**src/rtl/pipelined_adder_if.sv**
```systemverilog
// Operand/result handshake bundle for pipelined_adder; master drives operands, slave is the adder.
// The sub signal exists only when ADDER_SUB_EN is defined.
interface pipelined_adder_if #(
  parameter int WIDTH = 16
);
  logic             in_valid;
  logic             in_ready;
  logic [WIDTH-1:0] a;
  logic [WIDTH-1:0] b;
  logic             cin;
`ifdef ADDER_SUB_EN
  logic             sub;
`endif
  logic             out_valid;
  logic             out_ready;
  logic [WIDTH-1:0] sum;
  logic             cout;
  logic             ovf;

  modport master (
    output in_valid, a, b, cin, out_ready,
    input  in_ready, out_valid, sum, cout, ovf
`ifdef ADDER_SUB_EN
    , output sub
`endif
  );

  modport slave (
    input  in_valid, a, b, cin, out_ready,
    output in_ready, out_valid, sum, cout, ovf
`ifdef ADDER_SUB_EN
    , input sub
`endif
  );
endinterface

```
**src/rtl/pipelined_adder.sv**
```systemverilog
// Pipelined ripple-carry adder: STAGES-edge latency, one beat per cycle; an output stall freezes every stage and drops in_ready.
// Define ADDER_SUB_EN to add the sub port (result a - b - cin, cout=1 meaning no borrow).
module pipelined_adder #(
  parameter int WIDTH  = 16,
  parameter int STAGES = 4
) (
  input  logic             clk,
  input  logic             rst_n,
  pipelined_adder_if.slave bus
);
  localparam int CHUNK = WIDTH / STAGES;

  typedef struct packed {
    logic             vld;
    logic [WIDTH-1:0] s;
    logic [WIDTH-1:0] a;
    logic [WIDTH-1:0] b;
    logic             c;
    logic             a_msb;
    logic             b_msb;
  } stage_t;

  stage_t           stage_q  [STAGES];
  stage_t           stage_d  [STAGES];
  stage_t           stage_in [STAGES];
  logic [CHUNK:0]   cy       [STAGES];
  stage_t           entry;
  stage_t           tail;
  logic [WIDTH-1:0] b_eff;
  logic             c0;
  logic             stall;
  logic             unused_tail;

  function automatic logic [1:0] full_add(input logic x, input logic y, input logic ci);
    return {(x & y) | (ci & (x ^ y)), x ^ y ^ ci};
  endfunction

  // Subtraction is folded into the operand at entry, so the beat carries B' and C0 from here on.
  always_comb begin
`ifdef ADDER_SUB_EN
    b_eff = bus.sub ? ~bus.b   : bus.b;
    c0    = bus.sub ? ~bus.cin : bus.cin;
`else
    b_eff = bus.b;
    c0    = bus.cin;
`endif
  end

  always_comb begin
    entry       = '0;
    entry.vld   = bus.in_valid;
    entry.a     = bus.a;
    entry.b     = b_eff;
    entry.c     = c0;
    entry.a_msb = bus.a[WIDTH-1];
    entry.b_msb = b_eff[WIDTH-1];
  end

  always_comb begin
    stage_in[0] = entry;
    for (int s = 1; s < STAGES; s++) begin
      stage_in[s] = stage_q[s-1];
    end
  end

  // Each stage ripples one chunk and zeroes the operand bits it consumed.
  always_comb begin
    for (int s = 0; s < STAGES; s++) begin
      stage_d[s] = stage_in[s];
      cy[s][0]   = stage_in[s].c;
      for (int j = 0; j < CHUNK; j++) begin
        {cy[s][j+1], stage_d[s].s[s*CHUNK+j]} =
          full_add(stage_in[s].a[s*CHUNK+j], stage_in[s].b[s*CHUNK+j], cy[s][j]);
        stage_d[s].a[s*CHUNK+j] = 1'b0;
        stage_d[s].b[s*CHUNK+j] = 1'b0;
      end
      stage_d[s].c = cy[s][CHUNK];
    end
  end

  assign tail  = stage_q[STAGES-1];
  assign stall = tail.vld & ~bus.out_ready;

  always_ff @(posedge clk or negedge rst_n) begin
    if (!rst_n) begin
      for (int s = 0; s < STAGES; s++) begin
        stage_q[s] <= '0;
      end
    end else if (!stall) begin
      for (int s = 0; s < STAGES; s++) begin
        if (stage_d[s].vld) begin
          stage_q[s] <= stage_d[s];
        end else begin
          stage_q[s].vld <= 1'b0;
        end
      end
    end
  end

  assign bus.in_ready  = ~stall;
  assign bus.out_valid = tail.vld;
  assign bus.sum       = tail.s;
  assign bus.cout      = tail.c;
  assign bus.ovf       = (tail.a_msb == tail.b_msb) && (tail.s[WIDTH-1] != tail.a_msb);

  // Operand fields are fully consumed by the last stage.
  assign unused_tail = ^{tail.a, tail.b};
endmodule

```
**src/flat_wrapper.sv**
```systemverilog
// flat-port wrapper written by rule: the top's interface ports become plain ports
module pipelined_adder_flat 
#(
  parameter int WIDTH  = 16,
  parameter int STAGES = 4
)
  (clk, rst_n, bus_in_valid, bus_a, bus_b, bus_cin, bus_out_ready, bus_in_ready, bus_out_valid, bus_sum, bus_cout, bus_ovf);
  pipelined_adder_if #(.WIDTH(WIDTH)) bus_i ();
  input  logic clk;
  input  logic rst_n;
  input wire logic [$bits(bus_i.in_valid)-1:0] bus_in_valid;
  input wire logic [$bits(bus_i.a)-1:0] bus_a;
  input wire logic [$bits(bus_i.b)-1:0] bus_b;
  input wire logic [$bits(bus_i.cin)-1:0] bus_cin;
  input wire logic [$bits(bus_i.out_ready)-1:0] bus_out_ready;
  output wire logic [$bits(bus_i.in_ready)-1:0] bus_in_ready;
  output wire logic [$bits(bus_i.out_valid)-1:0] bus_out_valid;
  output wire logic [$bits(bus_i.sum)-1:0] bus_sum;
  output wire logic [$bits(bus_i.cout)-1:0] bus_cout;
  output wire logic [$bits(bus_i.ovf)-1:0] bus_ovf;
  assign bus_i.in_valid = bus_in_valid;
  assign bus_i.a = bus_a;
  assign bus_i.b = bus_b;
  assign bus_i.cin = bus_cin;
  assign bus_i.out_ready = bus_out_ready;
  assign bus_in_ready = bus_i.in_ready;
  assign bus_out_valid = bus_i.out_valid;
  assign bus_sum = bus_i.sum;
  assign bus_cout = bus_i.cout;
  assign bus_ovf = bus_i.ovf;
  pipelined_adder #(.WIDTH(WIDTH), .STAGES(STAGES)) u_core (.clk(clk), .rst_n(rst_n), .bus(bus_i));
endmodule
```
**config.mk**
```make
export PLATFORM = sky130hd
export DESIGN_NAME = pipelined_adder_flat
export DESIGN_NICKNAME = d
export VERILOG_FILES = /design/src/rtl/pipelined_adder_if.sv /design/src/rtl/pipelined_adder.sv /design/src/flat_wrapper.sv
export SDC_FILE = /design/constraint.sdc
export NUM_CORES = 1
export LEC_CHECK = 0
export BUFFER_PORTS_ARGS = -buffer_cell sky130_fd_sc_hd__buf_2
export CAP_MARGIN = 20
export CORE_MARGIN = 2
export CORE_UTILIZATION = 50
export DETAILED_ROUTE_END_ITERATION = 10
export PLACE_DENSITY_LB_ADDON = 0.1
export REMOVE_ABC_BUFFERS = 1
export SYNTH_ARGS = -nofsm -noshare
export SYNTH_HDL_FRONTEND = slang
export SYNTH_SLANG_ARGS = --single-unit
```
**constraint.sdc**
```tcl
create_clock -name clk -period 2.4 [get_ports clk]
set_clock_uncertainty 0.2 [all_clocks]
set_input_delay 0.48 -clock clk [delete_from_list [all_inputs] [get_ports clk]]
set_output_delay 0.48 -clock clk [all_outputs]
set_load 0.02 [all_outputs]
```
# [Yosys cells after proc, flatten, opt, wreduce, memory -nomap -nowiden]
# Cells that the tools add are included.
[op_classes] n_eq_ne=2 muxes=4 n_bitwise=83 reduce_logical=5
[op_table] op="bitwise AND 1 bit" n=33
[op_table] op="bitwise XOR 1 bit" n=32
[op_table] op="OR 1 bit" n=16
[op_table] op="AND reduction 2 bit" n=4
[op_table] op="two-way mux 1 bit" n=4
[op_table] op="inverter 1 bit" n=2
[op_table] op="equality test 1 bit" n=1
[op_table] op="logical AND 1 bit" n=1
[op_table] op="inequality test 1 bit" n=1
[word_totals] regBits=104

# [Logic depth before layout (Yosys ltp)]
[depth] ltp_word=9 mapped_depth=8

# [Worst setup path after synthesis]
# Ideal clock, no wire load.
[synth_path] kind="reg-to-reg" startpoint="register u_core.stage_q (netlist bit u_core.cy[10])" endpoint="register u_core.stage_q (netlist bit u_core.stage_d[94])" arrival_ns=2.054 required_ns=2.121 setup_slack_ns=0.066 stages_incl_launch_ff=9 n_path_buf=0 period_less_slack_ns=2.334 path_cell_list="dfrtp_1 -> inv_1 -> fa_1 -> inv_1 -> fa_1 -> fa_1 -> inv_1 -> fa_1 -> mux2i_1"
[synth_between] elab_chain_cells=7
[synth_rtl] item="from (decl)" line="pipelined_adder.sv:23" rtl="stage_t stage_q [STAGES];"
[synth_rtl] item="from (signal, indexed assignment)" line="pipelined_adder.sv:92" rtl="stage_q[s] <= stage_d[s];"
[synth_rtl] item="bitwise AND 1 bit" line="pipelined_adder.sv:35" rtl="return {(x & y) | (ci & (x ^ y)), x ^ y ^ ci};"
[synth_rtl] item="OR 1 bit" line="pipelined_adder.sv:35"
[synth_rtl] item="bitwise AND 1 bit" line="pipelined_adder.sv:35"
[synth_rtl] item="OR 1 bit" line="pipelined_adder.sv:35"
[synth_rtl] item="bitwise AND 1 bit" line="pipelined_adder.sv:35"
[synth_rtl] item="OR 1 bit" line="pipelined_adder.sv:35"
[synth_rtl] item="bitwise XOR 1 bit" line="pipelined_adder.sv:35"
# No other way between the ends.
# A chain may end at the register's enable or synchronous reset.

# [Worst setup path after layout]
[layout_path] startpoint="register u_core.stage_q (netlist bit u_core.stage_in[111])" endpoint="register u_core.stage_q (netlist bit u_core.stage_d[94])"
[layout_between] elab_chain_cells=8 word_cells_on_any_way=9 classes_between="bitwise: 9"
[layout_rtl] item="bitwise XOR 1 bit" line="pipelined_adder.sv:35"
[layout_rtl] item="bitwise AND 1 bit" line="pipelined_adder.sv:35"
[layout_rtl] item="OR 1 bit *" line="pipelined_adder.sv:35"
[layout_rtl] item="bitwise AND 1 bit *" line="pipelined_adder.sv:35"
[layout_rtl] item="OR 1 bit *" line="pipelined_adder.sv:35"
[layout_rtl] item="bitwise AND 1 bit *" line="pipelined_adder.sv:35"
[layout_rtl] item="OR 1 bit *" line="pipelined_adder.sv:35"
[layout_rtl] item="bitwise XOR 1 bit *" line="pipelined_adder.sv:35"
# Mark *: on every way between the ends. The rest lies on a longest branch, timed or not.

==> impl_metrics.prom <==
# TYPE chip_impl_metric gauge
chip_impl_info{name="status",value="completed"} 1
chip_impl_metric{name="initial_core_util",unit="%"} 51.9
chip_impl_info{name="worst_setup_path_endpoint",value="u_core.stage_d[94]"} 1
chip_impl_metric{name="groute.usage.overall",unit="%"} 14.5
chip_impl_info{name="cts_root_buf",value="sky130_fd_sc_hd__clkbuf_8"} 1
chip_impl_metric{name="fin_nets",unit=""} 390
chip_impl_metric{name="timing_worst_slew_pin_value",unit="ps"} 425
chip_impl_metric{name="clk-insertion-delay-late",unit="ps"} 340
chip_impl_metric{name="ff2ff_setup_slack",unit="ps"} 110
chip_impl_info{name="startpoint",value="u_core.stage_in[111]"} 1
chip_impl_info{name="critical_path_class",value="reg -> reg"} 1
chip_impl_metric{name="detailed_route_vias_per_instance",unit=""} 4.80
chip_impl_metric{name="maxClockFrequency",unit="GHz"} 0.437
chip_impl_metric{name="dpl_cell_area",unit="mm²"} 0.00481
chip_impl_metric{name="timing.max_slew.rel_slack",unit="%"} 71.6
chip_impl_metric{name="layout_min_cycle_time",unit="ps"} 2290
chip_impl_info{name="critical_path.reg2reg.startpoint",value="u_core.stage_in[111]"} 1
chip_impl_metric{name="required",unit="ps"} 2460
chip_impl_metric{name="synth_cells",unit=""} 285
chip_impl_metric{name="setup_violations",unit=""} 0
chip_impl_metric{name="initialDrtViolationCount",unit=""} 59
chip_impl_metric{name="cts-buffers-inserted",unit=""} 9
chip_impl_info{name="tritoncts",value="done"} 1
chip_impl_info{name="most_used_cells_in_the_layout_excluding_fill_and_tap_cells",value="98 x sky130_fd_sc_hd__dfrtp_1, 65 x sky130_fd_sc_hd__mux2_4, 55 x sky130_fd_sc_hd__buf_2, 34 x sky130_fd_sc_hd__inv_1, 17 x sky130_fd_sc_hd__mux2_2"} 1
chip_impl_metric{name="clk_pin_slew_worst_paths",unit="ps"} 90
chip_impl_metric{name="seq_total_area_yosys",unit="%"} 53.6
chip_impl_metric{name="h-tree-depth",unit=""} 3
chip_impl_metric{name="placeableCoreArea",unit="mm²"} 0.00881
chip_impl_metric{name="post_synth.cell_area_avg",unit="µm²"} 16.0
chip_impl_metric{name="drv_slew",unit=""} 0
chip_impl_metric{name="globalRouteOverflowTotal",unit=""} 0
chip_impl_metric{name="synth-warning-count",unit=""} 0
chip_impl_metric{name="hold_depth",unit=""} 2
chip_impl_metric{name="buffers_from_clock_root_to_sink_at_most",unit=""} 2
chip_impl_metric{name="area.growth.synth_to_final",unit="%"} 9.99
chip_impl_info{name="layout_commonest_cell",value="sky130_fd_sc_hd__dfrtp_1"} 1
chip_impl_metric{name="num-fill-cells",unit=""} 726
chip_impl_info{name="regToRegEndpoint",value="u_core.stage_d[94]"} 1
chip_impl_metric{name="gp_routability_congestion",unit=""} 0.676
chip_impl_metric{name="timing.final.hold_violations",unit=""} 0
chip_impl_info{name="hp-class",value="in -> reg"} 1
chip_impl_metric{name="antenna-diode-count",unit=""} 0
chip_impl_metric{name="dieArea",unit="mm²"} 0.00993
chip_impl_info{name="rsz0062_at_grt",value="true"} 1
chip_impl_metric{name="cp_max_fo",unit=""} 2
chip_impl_metric{name="ant_nets_after_route",unit=""} 0
chip_impl_metric{name="ios",unit=""} 57
chip_impl_metric{name="grt_max_degree",unit=""} 37
chip_impl_metric{name="number_of_global_route_vias_before_repair",unit=""} 2347
chip_impl_metric{name="routed_wl_per_cell",unit="µm"} 14.6
chip_impl_metric{name="grt_pass1_wl",unit="mm"} 11.3
chip_impl_metric{name="row_count",unit=""} 34
chip_impl_metric{name="reg2regPathDepth",unit=""} 8
chip_impl_metric{name="post-route-util",unit="%"} 57.1
chip_impl_metric{name="area.sequential",unit="mm²"} 0.00245
chip_impl_info{name="timing.critical_path.from_type",value="register"} 1
chip_impl_metric{name="worst_ir_drop_vdd",unit="V"} 0.000528
chip_impl_metric{name="final.period_utilization",unit="%"} 95.3
chip_impl_metric{name="detail_route.drc_violations",unit=""} 0
chip_impl_metric{name="syn_area",unit="mm²"} 0.00457
chip_impl_metric{name="grt_antenna_before_repair",unit=""} 0
chip_impl_metric{name="drv_cap",unit=""} 0
chip_impl_metric{name="arrival",unit="ps"} 2350
chip_impl_metric{name="area_of_the_multi_input_gates",unit="mm²"} 0.00173
chip_impl_metric{name="synth.ff_latch_count",unit=""} 98
chip_impl_metric{name="share_of_layout_cells_above_drive_strength_1",unit="%"} 51.8
chip_impl_metric{name="post-route-cell-area",unit="mm²"} 0.00503
chip_impl_metric{name="detailed_place_hpwl",unit="mm"} 4.36
chip_impl_metric{name="power_density_over_the_cells",unit="mW/mm²"} 1300
chip_impl_metric{name="routed-via-count",unit=""} 2158
chip_impl_metric{name="die_x",unit="µm"} 99.6
chip_impl_metric{name="drt-total-wl",unit="mm"} 6.56
chip_impl_metric{name="post_synth_num_cell_types",unit=""} 16
chip_impl_info{name="critPathCaptureType",value="register"} 1
chip_impl_metric{name="leakage_dissipation",unit="nW"} 2.60
chip_impl_metric{name="cts_num_sinks",unit=""} 98
chip_impl_metric{name="io_buffer_count",unit=""} 56
chip_impl_metric{name="drt_pass_1_iters",unit=""} 4
chip_impl_metric{name="die_height",unit="µm"} 99.6
-- synthesized netlist by cell type, drive strengths merged --
cell	number	share of area [%]
buf	25	5.5
nand2	6	1.5
mux2	82	26
o21ai	4	0.44
dfrtp	98	54
or3	1	0.14
inv	40	3.3
nand2b	1	0.30
fa	16	7.0
mux2i	12	2.6
-- per-layer routing --
layer  track usage (%)  up-vias  part of all wire [%]  wire length [µm]
met2              25.3       31                    53              3490
met1              18.5     1108                    44              2860
met5                 0        -                     0                 0
met3              2.81        7                   2.3               148
li1                  -     1012                     -                 -
met4              4.43        0                  0.99                65
-- how the worst min path moves through the flow --
stage               startpoint              endpoint  slack, ps
floorplan                rst_n       u_core.bus.cout        -20
global placement         rst_n     u_core.stage_q[1]        250
detailed placement       rst_n     u_core.stage_q[1]        250
CTS                   bus_a[4]  u_core.stage_in[127]        140
global route         bus_b[12]   u_core.stage_d[119]        140
finish                bus_a[4]  u_core.stage_in[127]        160
-- worst max-delay path, stage by stage, from the launching register on --
cell,delay (ps)
sky130_fd_sc_hd__dfrtp_1,380
sky130_fd_sc_hd__inv_1,70
sky130_fd_sc_hd__fa_1,160
sky130_fd_sc_hd__inv_1,60
sky130_fd_sc_hd__fa_2,390
sky130_fd_sc_hd__fa_2,390
sky130_fd_sc_hd__inv_2,60
sky130_fd_sc_hd__fa_1,370
sky130_fd_sc_hd__mux2i_1,120
-- through the flow --
step / setup TNS, ps / total power [mW] / instances / hold WS [ps] / setup slack, ps
finish: 0 / 6.54 / 450 / 165 / 114
global route: -3.73 / 7.08 / 450 / 139 / -3.73
CTS: 0 / 6.59 / 446 / 144 / 6.78
detailed placement: -201 / 5.63 / 429 / 248 / -143
global placement: -91.3 / 5.56 / 429 / 251 / -48.4
floorplan: 0 / 4.97 / 260 / -15.6 / 65.3
-- flip-flops by register name (all words and copies together), names as in the netlist --
register,cells
u_core.bus.cout,1
u_core.bus.out_valid,1
u_core.bus.sum,16
u_core.cy,3
u_core.stage_d,53
u_core.stage_in,22
u_core.stage_q,2
-- where the power goes --
group	internal [mW]	switching, mW	total (mW)	leakage [nW]
Combinational	1.62	1.16	2.78	1.37
Clock	0.375	0.526	0.900	0.0831
Sequential	2.42	0.448	2.86	1.15
-- cell type report --
cell class / instances / share of cell area (%)
tap: 108 / 2.69
inverter: 40 / 2.99
timing repair buffer: 66 / 7.91
multi-input combinational: 122 / 34.4
clock inverter: 5 / 0.622
clock buffer: 11 / 2.61
sequential: 98 / 48.8
-- kinds of logic after synthesis --
family	after synthesis	share of synthesized area, %
flops	98	53.6
mux	94	28.2
buf+inv	65	8.78
fa+ha+maj	16	7.01
simple gates	8	1.97
compound gates	4	0.438
-- timing repair --
| action | 4_1_cts | 5_1_grt |
|---|---|---|
| setup buffers | 0 | 4 |
| setup endpoints to repair | 2 | 3 |
| pin swaps | 0 | 1 |
| endpoints found under the hold margin | 28 | 0 |
| hold buffers | 1 | 0 |
| resized for setup | 4 | 7 |
No activity file was read; power rests on OpenSTA's default activity.
